**src/rtl/sand_pkg.sv**
```systemverilog
// Shared types and geometry for the falling-sand VRAM path.
package sand_pkg;

    typedef enum logic [1:0] {SRC_NONE, SRC_DISP, SRC_PHYS, SRC_DRAW} vram_src_t;
    typedef enum logic {ARB, PHYS_LOCK} vram_arb_state_t;

    localparam int SAND_COLS  = 640;
    localparam int SAND_ROWS  = 480;
    localparam int VRAM_DEPTH = SAND_COLS * SAND_ROWS;

endpackage

```
**src/rtl/vram_arbiter.sv**
```systemverilog
// Three-way arbiter for the single-port sand VRAM: display > aged draw > physics > draw,
// with a physics lock for atomic RMW and a tagged 1-cycle read return path.
module vram_arbiter
    import sand_pkg::*;
#(
    parameter int VRAM_ADDR_WIDTH = 19,
    parameter int VRAM_DATA_WIDTH = 1,
    parameter int ACTIVE_COLUMNS  = SAND_COLS,
    parameter int ACTIVE_ROWS     = SAND_ROWS,
    parameter int DRAW_MAX_WAIT   = 8
)(
    input  logic                       clk_i,
    input  logic                       reset_ni,
    input  logic                       disp_req_i,
    input  logic [VRAM_ADDR_WIDTH-1:0] disp_addr_i,
    output logic                       disp_gnt_o,
    output logic                       disp_rvalid_o,
    output logic [VRAM_DATA_WIDTH-1:0] disp_rdata_o,
    input  logic                       phys_req_i,
    input  logic                       phys_we_i,
    input  logic [VRAM_ADDR_WIDTH-1:0] phys_addr_i,
    input  logic [VRAM_DATA_WIDTH-1:0] phys_wdata_i,
    input  logic                       phys_lock_i,
    output logic                       phys_gnt_o,
    output logic                       phys_rvalid_o,
    output logic [VRAM_DATA_WIDTH-1:0] phys_rdata_o,
    input  logic                       draw_req_i,
    input  logic [VRAM_ADDR_WIDTH-1:0] draw_addr_i,
    input  logic [VRAM_DATA_WIDTH-1:0] draw_wdata_i,
    output logic                       draw_gnt_o,
    output logic                       vram_en_o,
    output logic                       vram_we_o,
    output logic [VRAM_ADDR_WIDTH-1:0] vram_addr_o,
    output logic [VRAM_DATA_WIDTH-1:0] vram_wdata_o,
    input  logic [VRAM_DATA_WIDTH-1:0] vram_rdata_i,
    output logic                       addr_err_o
);

    localparam int AGE_W = $clog2(DRAW_MAX_WAIT + 1);
    localparam logic [VRAM_ADDR_WIDTH:0] DEPTH = (VRAM_ADDR_WIDTH+1)'(ACTIVE_COLUMNS * ACTIVE_ROWS);

    vram_arb_state_t             r_state, w_state_nxt;
    logic [AGE_W-1:0]            r_age;
    logic                        w_age_hi, w_locked, w_in_range, w_issue, w_we;
    vram_src_t                   w_src;
    logic [VRAM_ADDR_WIDTH-1:0]  w_addr;
    logic [VRAM_DATA_WIDTH-1:0]  w_wdata, w_rd;
    logic                        r_en, r_we, r_err;
    logic [VRAM_ADDR_WIDTH-1:0]  r_addr;
    logic [VRAM_DATA_WIDTH-1:0]  r_wdata, r_disp_hold, r_phys_hold;
    vram_src_t                   r_tag1, r_tag2;
    logic                        r_oor1, r_oor2;

    assign w_age_hi = (r_age >= AGE_W'(DRAW_MAX_WAIT));
    // Lock only binds while phys keeps asserting it; the release cycle already arbitrates openly.
    assign w_locked = (r_state == PHYS_LOCK) && phys_lock_i;

    always_comb begin
        w_src       = SRC_NONE;
        w_we        = 1'b0;
        w_addr      = '0;
        w_wdata     = '0;
        w_state_nxt = ARB;
        if (!reset_ni)                             w_src = SRC_NONE;
        else if (disp_req_i)                       w_src = SRC_DISP;
        else if (!w_locked && draw_req_i && w_age_hi) w_src = SRC_DRAW;
        else if (phys_req_i)                       w_src = SRC_PHYS;
        else if (!w_locked && draw_req_i)          w_src = SRC_DRAW;
        case (w_src)
            SRC_DISP: w_addr = disp_addr_i;
            SRC_PHYS: begin w_we = phys_we_i; w_addr = phys_addr_i; w_wdata = phys_wdata_i; end
            SRC_DRAW: begin w_we = 1'b1;      w_addr = draw_addr_i; w_wdata = draw_wdata_i; end
            default:  ;
        endcase
        if (w_locked || (w_src == SRC_PHYS && phys_lock_i))
            w_state_nxt = PHYS_LOCK;
    end

    assign disp_gnt_o = (w_src == SRC_DISP);
    assign phys_gnt_o = (w_src == SRC_PHYS);
    assign draw_gnt_o = (w_src == SRC_DRAW);
    assign w_in_range = ({1'b0, w_addr} < DEPTH);
    assign w_issue    = (w_src != SRC_NONE) && w_in_range;

    always_ff @(posedge clk_i) begin
        if (!reset_ni) begin
            r_state     <= ARB;
            r_age       <= '0;
            r_en        <= 1'b0;
            r_we        <= 1'b0;
            r_addr      <= '0;
            r_wdata     <= '0;
            r_err       <= 1'b0;
            r_tag1      <= SRC_NONE;
            r_tag2      <= SRC_NONE;
            r_oor1      <= 1'b0;
            r_oor2      <= 1'b0;
            r_disp_hold <= '0;
            r_phys_hold <= '0;
        end else begin
            r_state <= w_state_nxt;
            if (!draw_req_i || draw_gnt_o) r_age <= '0;
            else if (!w_age_hi)            r_age <= r_age + 1'b1;
            r_en    <= w_issue;
            r_we    <= w_issue && w_we;
            r_addr  <= w_issue ? w_addr : '0;
            r_wdata <= w_issue ? w_wdata : '0;
            r_err   <= (w_src != SRC_NONE) && !w_in_range;
            // Out-of-range reads still return a beat so the requester is never left waiting.
            r_tag1  <= (w_src != SRC_NONE && !w_we) ? w_src : SRC_NONE;
            r_oor1  <= !w_in_range;
            r_tag2  <= r_tag1;
            r_oor2  <= r_oor1;
            if (r_tag2 == SRC_DISP) r_disp_hold <= w_rd;
            if (r_tag2 == SRC_PHYS) r_phys_hold <= w_rd;
        end
    end

    assign w_rd          = r_oor2 ? '0 : vram_rdata_i;
    assign disp_rvalid_o = (r_tag2 == SRC_DISP);
    assign phys_rvalid_o = (r_tag2 == SRC_PHYS);
    assign disp_rdata_o  = disp_rvalid_o ? w_rd : r_disp_hold;
    assign phys_rdata_o  = phys_rvalid_o ? w_rd : r_phys_hold;
    assign vram_en_o     = r_en;
    assign vram_we_o     = r_we;
    assign vram_addr_o   = r_addr;
    assign vram_wdata_o  = r_wdata;
    assign addr_err_o    = r_err;

endmodule

```
**config.mk**
```make
export PLATFORM = sky130hd
export DESIGN_NAME = vram_arbiter
export DESIGN_NICKNAME = d
export VERILOG_FILES = /design/src/rtl/sand_pkg.sv /design/src/rtl/vram_arbiter.sv
export SDC_FILE = /design/constraint.sdc
export NUM_CORES = 1
export LEC_CHECK = 0
export BUFFER_PORTS_ARGS = -buffer_cell sky130_fd_sc_hd__buf_2
export CAP_MARGIN = 20
export CORE_ASPECT_RATIO = 1.2
export CORE_MARGIN = 3
export CORE_UTILIZATION = 31
export DETAILED_ROUTE_END_ITERATION = 8
export SLEW_MARGIN = 30
export SYNTH_ARGS = -nofsm -noshare
export SYNTH_HDL_FRONTEND = slang
export SYNTH_SLANG_ARGS = --single-unit
```
**constraint.sdc**
```tcl
create_clock -name clk_i -period 1.78 [get_ports clk_i]
set_input_delay 0.356 -clock clk_i [delete_from_list [all_inputs] [get_ports clk_i]]
set_output_delay 0.356 -clock clk_i [all_outputs]
set_load 0.01 [all_outputs]
```
Yosys cells after proc, flatten, opt, wreduce, memory -nomap -nowiden
Cells that the tools add are included.

cells by class
  add/sub/neg operators = 1
  $lt $le $gt $ge = 2
  equality and inequality tests = 5
  mux-type cells = 12
  bitwise logic cells = 1
  reduce and logical (&&, ||, !) cells = 18

operators with widths
  operator              count
  $pmux 19 s3           1
  $lt 19x19->1 const B  1
  $mux 2                5
  $logic_and 1x1->1     8
  $eq 2x2->1 const B    3
  $add 4x1->4 const B   1
  $eq 2x1->1 const B    2
  $ge 4x4->1 const B    1
  $logic_not 1->1       4
  $mux 1                4
  $pmux 1 s2            2
  $reduce_and 2->1      2
  $logic_or 1x1->1      2
  $reduce_bool 2->1     1
  $reduce_or 2->1       1
  $not 1->1             1

storage, ports and cells
  bits in registers = 36
  output and inout bits = 30

Logic depth before layout (Yosys ltp)
Gate-level depths: netlist of the first run.

  depth after elaboration = 13
  mapped depth = 9

Worst setup path before layout of the first run
No wires, ideal clock.

  kind = input to register
  from = input port draw_req_i
  to = register r_addr[0], in the netlist vram_addr_o[0]
  setup time = 0.064 ns
  data arrival time = 1.769 ns
  required time = 1.716 ns
  path slack = -0.053 ns
  cell stages on the path = 7
  path buffers = 1
  path through = a21boi_4 > a21oi_2 > a221oi_1 > nand2_1 > o2bb2ai_4 > buf_6 > nor2_2

between the ends
  word-level cells in the longest chain between the ends = 11
  elaborated cells between the ends (all ways) = 15

ends and longest elaborated chain
  element                                          RTL line                                RTL
  start, declared                                  vram_arbiter.sv:27                      input logic draw_req_i,
  $logic_and 1x1->1 (*)                            vram_arbiter.sv:66, vram_arbiter.sv:68
  $mux 2                                           vram_arbiter.sv:68                      else if (!w_locked && draw_req_i) w_src = SRC_DRAW;
  $mux 2                                           vram_arbiter.sv:67                      else if (phys_req_i) w_src = SRC_PHYS;
  $mux 2 (*)                                       vram_arbiter.sv:66                      else if (!w_locked && draw_req_i && w_age_hi) w_src = SRC_DRAW;
  $mux 2 (*)                                       vram_arbiter.sv:65                      else if (disp_req_i) w_src = SRC_DISP;
  $mux 2 (*)                                       vram_arbiter.sv:64                      if (!reset_ni) w_src = SRC_NONE;
  $eq 2x2->1 / $eq 2x1->1 (equally long branches)  vram_arbiter.sv:69                      case (w_src)
  $pmux 19 s3                                      vram_arbiter.sv:69
  $lt 19x19->1                                     vram_arbiter.sv:82                      assign w_in_range = ({1'b0, w_addr} < DEPTH);
  $logic_and 1x1->1                                vram_arbiter.sv:83                      assign w_issue = (w_src != SRC_NONE) && w_in_range;
  $reduce_and 2->1 (no line)                       -
  end signal, assigned                             vram_arbiter.sv:106                     r_addr <= w_issue ? w_addr : '0;
  end, declared                                    vram_arbiter.sv:49                      logic [VRAM_ADDR_WIDTH-1:0] r_addr;

Every way passes the cells marked *; elsewhere a longest branch is shown, timed or not.
A chain may end at the register's enable or synchronous reset.

Worst setup path in the final report of the first run
  from = register r_age[3]
  to = register r_addr[15], in the netlist vram_addr_o[15]

between the ends
  word-level cells in the longest chain between the ends = 10
  elaborated cells between the ends (all ways) = 13

ends and longest elaborated chain
  element                                          RTL line             RTL
  start, declared                                  vram_arbiter.sv:43   logic [AGE_W-1:0] r_age;
  start signal, assigned                           vram_arbiter.sv:103  else if (!w_age_hi) r_age <= r_age + 1'b1;
  $ge 4x4->1 (*)                                   vram_arbiter.sv:54   assign w_age_hi = (r_age >= AGE_W'(DRAW_MAX_WAIT));
  $logic_and 1x1->1 (*)                            vram_arbiter.sv:66
  $mux 2 (*)                                       vram_arbiter.sv:66
  $mux 2 (*)                                       vram_arbiter.sv:65
  $mux 2 (*)                                       vram_arbiter.sv:64
  $eq 2x2->1 / $eq 2x1->1 (equally long branches)  vram_arbiter.sv:69
  $pmux 19 s3                                      vram_arbiter.sv:69
  $lt 19x19->1                                     vram_arbiter.sv:82
  $logic_and 1x1->1                                vram_arbiter.sv:83
  $reduce_and 2->1 (no line)                       -

Marked as above.

==> flow_summary.ini, run 1 <==
[finish]
area_growth_pct = 56.70
fin_nets = 337
layout-drive-gt1-share_pct = 57.62
n_antenna_cell = 0

[yosys]
synth_mux_area_share_pct = 2.100
synth_nets = 216
synth.area.top_cells = dfxtp_1 47%, a222oi_1 9.0%, nor2_1 3.9%, nor2_2 3.6%, buf_6 2.9%
ys_ff_latch = 36
synth_compound_area_share_pct = 22.70
yosysWarnings = 0
netlist.area_leader.share_pct = 46.53
synth_edf_count = 0
synthSimpleGateAreaFrac_pct = 21.32
synth_most_common_cell = dfxtp_1
yosys-top-cells-count = 36 x dfxtp_1, 16 x nor2_1, 14 x a222oi_1
avgSynthCellArea_um2 = 10.54
syn-cell-area_um2 = 1549
synth_xor_area_share_pct = 1.131
synthAdderAreaFrac_pct = 1.616
synth_top_family_by_area = compound AO/OA/AOI/OAI gates
yosysTopAreaCell = dfxtp_1
yosys_most_used_dff = dfxtp_1
async_flop_share_pct = 0
seq_area_frac_synth_pct = 46.53
synth_cells = 147
netlist-cell-type-count = 40

[clock_network]
cts_sinks = 36
cts-root-buf = clkbuf_8
cts_tree = done
cts.htree.levels = 2
clk_pin_slew_ns = 0.07
clock_latency_ns = 0.28
ctsHoldBuffers = 0
cts_buffers = 5
clk_path_buf_depth = 2

[global_route]
grt_pass1_wl_mm = 7.058
grt_pass1_vias = 1508
antenna_found_initial = 0
grt_overflow = 0
grt_max_degree = 20
grt_usage_pct = 14.82

[timing]
setup_viol = 0
whs_ns = 0.3165
worstMarginPinSlew_ns = 0.4533
finalCriticalPeriod_ns = 1.768
finalCritPeriodShare_pct = 99.31
finalHoldViolations = 0
maxSlewViolCount = 0
rsz0062_at_grt = true
slew_headroom_pct = 69.78
fmax_mhz = 565.7
fin_ws_ns = 0.01231
fin_skew_ns = 0.003562

[power_and_ir_drop]
seq_power_share_pct = 43.3
pwr_density_cell_nw_per_um2 = 828.0
clock_power_share_pct = 38.0
p_int_mw = 1.548
switchingPower_uw = 461.7
leakage_nw = 1.200
switching_share_pct = 22.97
vdd.ir_drop.worst_mv = 0.3485
pwr-share-comb_pct = 18.6

[route]
vias_per_cell = 4.896
firstDrtPassIters = 7
routedWlPerCell_um = 13.71
drt-total-wl_mm = 4.484
antenna_left = 0
route.detailed.drc = 0
drt-initial-drc-count = 105
vias = 1601

[setup_path]
r2r_slack_ns = 0.01
cp-start-kind = register
critPathMaxFanout = 7
slowest_delay_ns = 0.46
cp_slowest_cell = a222oi_1
cp.arrival_ns = 1.97
cp_cell_sequence = nand2b_4, and3_4, a222oi_1, o21a_2, buf_4, nand3_1, a21oi_1
required_ns = 1.99
end_kind = register
critPathKind = register to register

[floorplanning]
design.die.area_um2 = 5885
chipWidth_um = 70.53
initial_core_util_pct = 32.99
row_count = 27
core_area_um2 = 4696
fp.dieH_um = 83.44
pin_count = 97

[placement]
place_ws_ns = -0.1725
hpwlAfterDp_mm = 3.608
portBuffers = 96
place_congestion = 0.7913

[flow_run]
drv_cap = 0

[run_status]
run_status = complete, no violations

[min_path]
hold_class = input port to register
-- registers in the layout (all words and copies together) (netlist names) --
name          cells
r_disp_hold       1
r_age             4
r_oor1            1
vram_addr_o      19
vram_we_o         1
r_tag1            2
addr_err_o        1
vram_wdata_o      1
r_tag2            2
r_state           1
r_phys_hold       1
vram_en_o         1
r_oor2            1
-- critical path: cells and delay by family, from the launching register on --
family / cells / cell delay [ns]
AOI/OAI and AO/OA: 3 / 0.87
buffers and inverters: 1 / 0.12
DFF: 1 / 0.31
and+or+nand+nor: 3 / 0.40
-- layer usage --
metal | share of wire [%] | vias to the layer above | GRT usage (%)
li1 | - | 793 | -
met1 | 39 | 735 | 17.78
met2 | 51 | 69 | 25.13
met3 | 8.7 | 4 | 4.237
met4 | 1.2 | 0 | 4.957
met5 | 0 | - | 0
-- logic make-up (layout without fill, tap and decap cells) --
group           Yosys count  after routing
flops                    36             36
fa+ha+maj                 2              2
compound gates           37             37
simple gates             56             56
buf+inv                  11            133
mux                       3              3
xor+xnor                  2              2
-- what timing repair did --
action                     in CTS  in global routing
resized for setup               3                  2
setup endpoints to repair      14                 23
pin swaps                       4                  4
buffers inserted                2                  2
cloned                          0                  0
-- per-stage QoR --
stage	instance area [um2]	utilization [%]	std cells	TNS [ns]	total power, mW
6_report	2427	51.69	327	0	2.010
5_1_grt	2427	51.69	327	-1.362	2.105
4_1_cts	2405	51.21	325	0	2.027
3_5_place_dp	2252	47.96	315	-2.886	1.254
3_3_place_gp	2252	47.96	315	-1.265	1.252
2_1_floorplan	1578	-	147	-0.3412	1.056
-- power by group through the flow --
stage | registers (mW) | clock network, mW | logic (mW)
floorplan | 0.911 | 0 | 0.145
global placement | 0.890 | 0 | 0.362
detailed placement | 0.890 | 0 | 0.364
CTS | 0.872 | 0.786 | 0.370
global route | 0.876 | 0.817 | 0.411
finish | 0.871 | 0.765 | 0.374
-- path summary, 6_finish.rpt --
kind / start / end / cells past startpoint
max: r_age[3] / vram_addr_o[15] / 7
max reg2reg: r_age[3] / vram_addr_o[15] / 7
min: disp_addr_i[10] / vram_addr_o[10] / 3
min reg2reg: r_tag1[0] / r_tag2[0] / 1
-- layout by cell type (no fill, tap or decap), types with 3 or more instances in the layout --
cell / n
a21oi_1: 3
a221oi_2: 3
a222oi_1: 14
and2_1: 7
and4_1: 3
buf_2: 95
buf_4: 24
clkbuf_8: 7
dfxtp_1: 35
nand2_1: 5
nor2_1: 15
nor2_2: 10
nor2b_1: 5
-- layout make-up --
class / count / area [um2]
well taps: 58 / 72.57
fillers: 446 / 2268
inverters: 2 / 7.507
clock inverters: 1 / 30.03
flip-flops and latches: 36 / 721.9
repair buffers: 123 / 713.2
clock buffers: 7 / 96.34
multi-input cells: 100 / 785.8
Power figures use the tool's default switching activity.
==> run 2, diff against run 1 <==
==> constraint.sdc (replaced) <==
create_clock -name clk_i -period 2.2 [get_ports clk_i]
set_input_delay 0.44 -clock clk_i [delete_from_list [all_inputs] [get_ports clk_i]]
set_output_delay 0.44 -clock clk_i [all_outputs]
set_load 0.01 [all_outputs]
==> flow_summary.ini, run 2 (synthesized netlist as in run 1, its figures left out) <==
[run_status]
run_status = complete, no violations

[route]
drt-initial-drc-count = 104
vias = 1511
firstDrtPassIters = 7
drt-total-wl_mm = 4.399
routedWlPerCell_um = 14.05
antenna_left = 0
vias_per_cell = 4.827
route.detailed.drc = 0

[timing]
finalCritPeriodShare_pct = 88.40
fin_skew_ns = 0.007655
fmax_mhz = 514.2
setup_viol = 0
rsz0062_at_grt = false
slew_headroom_pct = 63.88
finalCriticalPeriod_ns = 1.945
maxSlewViolCount = 0
worstMarginPinSlew_ns = 0.5409
fin_ws_ns = 0.2553
finalHoldViolations = 0
tns_ns = 0

[clock_network]
cts_tree = done
clock_latency_ns = 0.29
post_cts_buffers = 0
cts-root-buf = clkbuf_8
cts.htree.levels = 2
cts_buffers = 5
clk_pin_slew_ns = 0.07
post_cts_resized = 0
cts_sinks = 36
clk_path_buf_depth = 2
ctsHoldBuffers = 0

[finish]
stdcell_area_um2 = 2243
final.fill_count = 465
n_antenna_cell = 0
largest_reg_flops = 19
final_cell_mix = 96 x buf_2, 36 x dfxtp_1, 16 x nor2_1
layout_commonest_cell = buf_2
layout-drive-gt1-share_pct = 52.94
instances_no_fill = 313
regArea_um2 = 720.7
fin_nets = 323
area_growth_pct = 44.83
multi_input_area_um2 = 757.0

[global_route]
grt_overflow = 0
antenna_found_initial = 0
grt_pass1_wl_mm = 7.003
grt_pass1_vias = 1485
grt_usage_pct = 15.10
grt_max_degree = 20

[floorplanning]
initial_core_util_pct = 32.99
row_count = 27
fp.dieH_um = 83.44
pin_count = 97
core_area_um2 = 4696
chipWidth_um = 70.53
design.die.area_um2 = 5885

[flow_run]
drv_cap = 0

[power_and_ir_drop]
leakage_nw = 1.110
vdd.ir_drop.worst_mv = 0.2735
pwr_density_cell_nw_per_um2 = 684.0

[setup_path]
end_kind = register
cp-start-kind = register
critPathKind = register to register
critPathMaxFanout = 19
cp.arrival_ns = 2.11
required_ns = 2.36

[placement]
place_congestion = 0.8134
place_ws_ns = -0.02424
place_area_um2 = 2136
hpwlAfterDp_mm = 3.511
portBuffers = 96
numPlacedInstances = 305

[min_path]
hold_class = input port to register
## run 2: cell count changes in the layout (fill, tap and decap cells not counted), sizes merged
| cell | before | now |
|---|---|---|
| clkbuf | 7 | 6 |
| clkinv | 0 | 1 |
| buf | 123 | 109 |
## run 2: path summary, 6_finish.rpt
kind,cells past startpoint,endpoint,start,slack [ns]
setup / recovery,6,vram_addr_o[2],r_state,0.26
hold / removal,3,vram_addr_o[7],disp_addr_i[7],0.39
setup reg to reg,6,vram_addr_o[2],r_state,0.26
hold reg to reg,1,r_tag2[0],r_tag1[0],0.43
## run 2: stage by stage
| step | util [%] | power [mW] | hold WS (ns) |
|---|---|---|---|
| 4_1_cts | 47.78 | 1.554 | 0.3859 |
| 5_1_grt | 47.78 | 1.619 | 0.3875 |
| 3_3_place_gp | 45.48 | 0.9873 | 0.4153 |
| 6_report | 47.78 | 1.534 | 0.3906 |
| 2_1_floorplan | - | 0.8501 | 0.4119 |
| 3_5_place_dp | 45.48 | 0.9884 | 0.4193 |
## run 2: power breakdown
part | switching [mW] | internal (mW) | leakage, nW | total [mW]
logic | 0.133 | 0.133 | 0.759 | 0.266
clock network | 0.227 | 0.336 | 0.0552 | 0.563
registers | 0.0118 | 0.693 | 0.296 | 0.705
total | 0.372 | 1.16 | 1.11 | 1.53
## run 2: layer usage
metal | track usage [%] | up-vias | part of all wire (%)
li1 | - | 761 | -
met1 | 18.63 | 688 | 43
met2 | 24.02 | 55 | 49
met3 | 4.600 | 7 | 6.3
met4 | 6.667 | 0 | 1.4
met5 | 0 | - | 0
## run 2: worst max-delay path: stages (launching register included)
cell	delay (ns)
dfxtp_1	0.33
a21boi_4	0.24
and3_4	0.28
a222oi_1	0.14
o21a_2	0.28
o2bb2ai_4	0.45
nor2_1	0.10
## run 2: cell type report
class	instances	area share (%)
Multi-Input combinational cell	100	33.74
Sequential cell	36	32.12
Timing Repair Buffer	109	25.77
Clock buffer	6	3.235
Tap cell	58	3.235
Clock inverter	2	1.562
Inverter	2	0.3346
==> run 3, diff against run 2 <==
--- a/config.mk
+++ b/config.mk
@@ -5,13 +5,14 @@
 export SDC_FILE = /design/constraint.sdc
 export NUM_CORES = 1
 export LEC_CHECK = 0
+export ABC_AREA = 1
 export BUFFER_PORTS_ARGS = -buffer_cell sky130_fd_sc_hd__buf_2
 export CAP_MARGIN = 20
 export CORE_ASPECT_RATIO = 1.2
 export CORE_MARGIN = 3
-export CORE_UTILIZATION = 31
+export CORE_UTILIZATION = 30
 export DETAILED_ROUTE_END_ITERATION = 8
-export SLEW_MARGIN = 30
+export SLEW_MARGIN = 20
 export SYNTH_ARGS = -nofsm -noshare
 export SYNTH_HDL_FRONTEND = slang
 export SYNTH_SLANG_ARGS = --single-unit
==> flow_summary.ini, run 3 <==
[setup_path]
slowest_delay_ns = 0.38
ff2ff_path_depth = 9
cp_slowest_cell = dfxtp_1
cp_top_family = flip-flops
cp_num_cells = 5
critPathKind = register to output port
critPathMaxFanout = 5
crit_buf_inv = 2
end_kind = output port
required_ns = 1.76
r2r_slack_ns = 0.30
cp-start-kind = register
cp.arrival_ns = 1.60
cp_cell_sequence = nor2_2, o21ai_2, nand3_2, inv_1, buf_2

[clock_network]
post_cts_buffers = 0
ctsHoldBuffers = 0
cts_tree = done
cts.htree.levels = 2
cts-root-buf = clkbuf_8
cts_buffers = 5
clk_path_buf_depth = 2
clk_pin_slew_ns = 0.07
clock_latency_ns = 0.28
post_cts_resized = 0
cts_sinks = 36

[placement]
hpwlAfterDp_mm = 3.699
place_congestion = 0.8218
portBuffers = 96
place_area_um2 = 2276

[global_route]
grt_max_degree = 19
antenna_found_initial = 0
grt_overflow = 0
grt_pass1_wl_mm = 6.906
grt_pass1_vias = 1621
grt_usage_pct = 13.57

[finish]
final_cell_mix = 96 x buf_2, 36 x dfxtp_1, 25 x nand2_1
largest_reg_flops = 19
layout_commonest_cell = buf_2
area_growth_pct = 38.76
layout-drive-gt1-share_pct = 47.87
fin_nets = 373
final.fill_count = 583
final_util_pct = 44.16
stdcell_area_um2 = 2387
n_antenna_cell = 0

[floorplanning]
design.die.area_um2 = 6683
fp.dieH_um = 88.96
core_area_um2 = 5406
chipWidth_um = 75.13
initial_core_util_pct = 31.82
pin_count = 97
row_count = 29

[route]
drt-total-wl_mm = 4.465
drt-initial-drc-count = 71
vias = 1680
route.detailed.drc = 0
vias_per_cell = 4.578
routedWlPerCell_um = 12.17
antenna_left = 0
firstDrtPassIters = 4

[timing]
finalCritPeriodShare_pct = 92.82
rsz0062_at_grt = false
fmax_mhz = 489.7
fin_skew_ns = 0.003333
slew_headroom_pct = 75.30
finalHoldViolations = 0
tns_ns = 0
finalCriticalPeriod_ns = 2.042
setup_viol = 0
maxSlewViolCount = 0
worstMarginPinSlew_ns = 0.3704

[yosys]
synth_nets = 269
synth.area.top_cells = dfxtp_1 42%, nor2_4 7.9%, a22o_1 5.6%, nand3_1 5.5%, nand2_1 5.5%
avgSynthCellArea_um2 = 8.602
async_flop_share_pct = 0
netlist-cell-type-count = 31
synth_most_common_cell = dfxtp_1
synth_edf_count = 0
syn-cell-area_um2 = 1720
yosysWarnings = 0
seq_area_frac_synth_pct = 41.89
netlist.area_leader.share_pct = 41.89
yosys_most_used_dff = dfxtp_1
ys_ff_latch = 36
yosysTopAreaCell = dfxtp_1
yosys-top-cells-count = 36 x dfxtp_1, 25 x nand2_1, 19 x inv_1, 19 x nand3_1, 19 x nor2_1
synth_cells = 200

[min_path]
hold_class = input port to register
hold_depth = 2

[power_and_ir_drop]
switching_share_pct = 26.40
switchingPower_uw = 409.2
clock_power_share_pct = 36.9
pwr-share-comb_pct = 18.4
leakage_nw = 1.244
p_int_mw = 1.141
seq_power_share_pct = 44.7
vdd.ir_drop.worst_mv = 0.2616
pwr_density_cell_nw_per_um2 = 649.3

[run_status]
run_status = complete, no violations

[flow_run]
drv_cap = 0
==> run 3: cell count changes after synthesis, moves of 5 or more <==
cell	previous run	this run
nand2_1	5	25
nand3_1	1	19
inv_1	2	19
a21oi_1	3	17
a222oi_1	14	0
nor2_4	0	12
a22o_1	0	11
and2_1	7	0
nor2b_1	5	0
==> run 3: layout make-up <==
cell class                 count  area (um2)  share of cell area, %
inverter                      23       88.84                  3.721
multi-input combinational    136       863.3                  36.16
clock inverter                 3       42.54                  1.782
clock buffer                   5       68.82                  2.883
tap                           62       77.57                  3.249
sequential                    36       720.7                  30.19
timing repair buffer         102       525.5                  22.01
==> run 3: routing by layer <==
layer | vias to the layer above | GRT usage, % | routed length [um]
met5 | - | 0 | 0
met4 | 0 | 6.200 | 47
met3 | 4 | 3.375 | 409
met2 | 80 | 22.82 | 2166
met1 | 725 | 16.15 | 1841
li1 | 871 | - | -
==> run 3: worst paths after layout <==
check | from | endpoint
hold reg to reg | r_tag1[0] | r_tag2[0]
hold / removal | phys_we_i | r_tag1[1]
setup / recovery | r_age[3] | disp_gnt_o
setup reg to reg | r_age[3] | vram_addr_o[4]
==> run 3: kinds of logic after synthesis <==
kind of cell | after synthesis | synth area share, %
AO/OA/AOI/OAI | 37 | 14.91
adder cells (fa/ha/maj) | 2 | 1.454
AND/OR/NAND/NOR | 97 | 33.82
flip-flops | 36 | 41.89
buffers and inverters | 28 | 7.927
==> run 3: power by group through the flow <==
stage / logic [mW] / clock network [mW] / registers (mW)
6_report: 0.285 / 0.571 / 0.693
5_1_grt: 0.319 / 0.612 / 0.696
4_1_cts: 0.290 / 0.590 / 0.694
3_5_place_dp: 0.290 / 0 / 0.709
3_3_place_gp: 0.287 / 0 / 0.708
2_1_floorplan: 0.161 / 0 / 0.722
==> run 3: stage by stage <==
step                power (mW)  hold slack (ns)  worst slack (ns)  cells
floorplan               0.8826           0.3905            0.3858    200
global placement        0.9953           0.3970           0.06111    359
detailed placement      0.9984           0.3972           0.03459    359
CTS                      1.574           0.3254            0.1534    367
global route             1.627           0.3355           0.05147    367
finish                   1.550           0.3328            0.1580    367
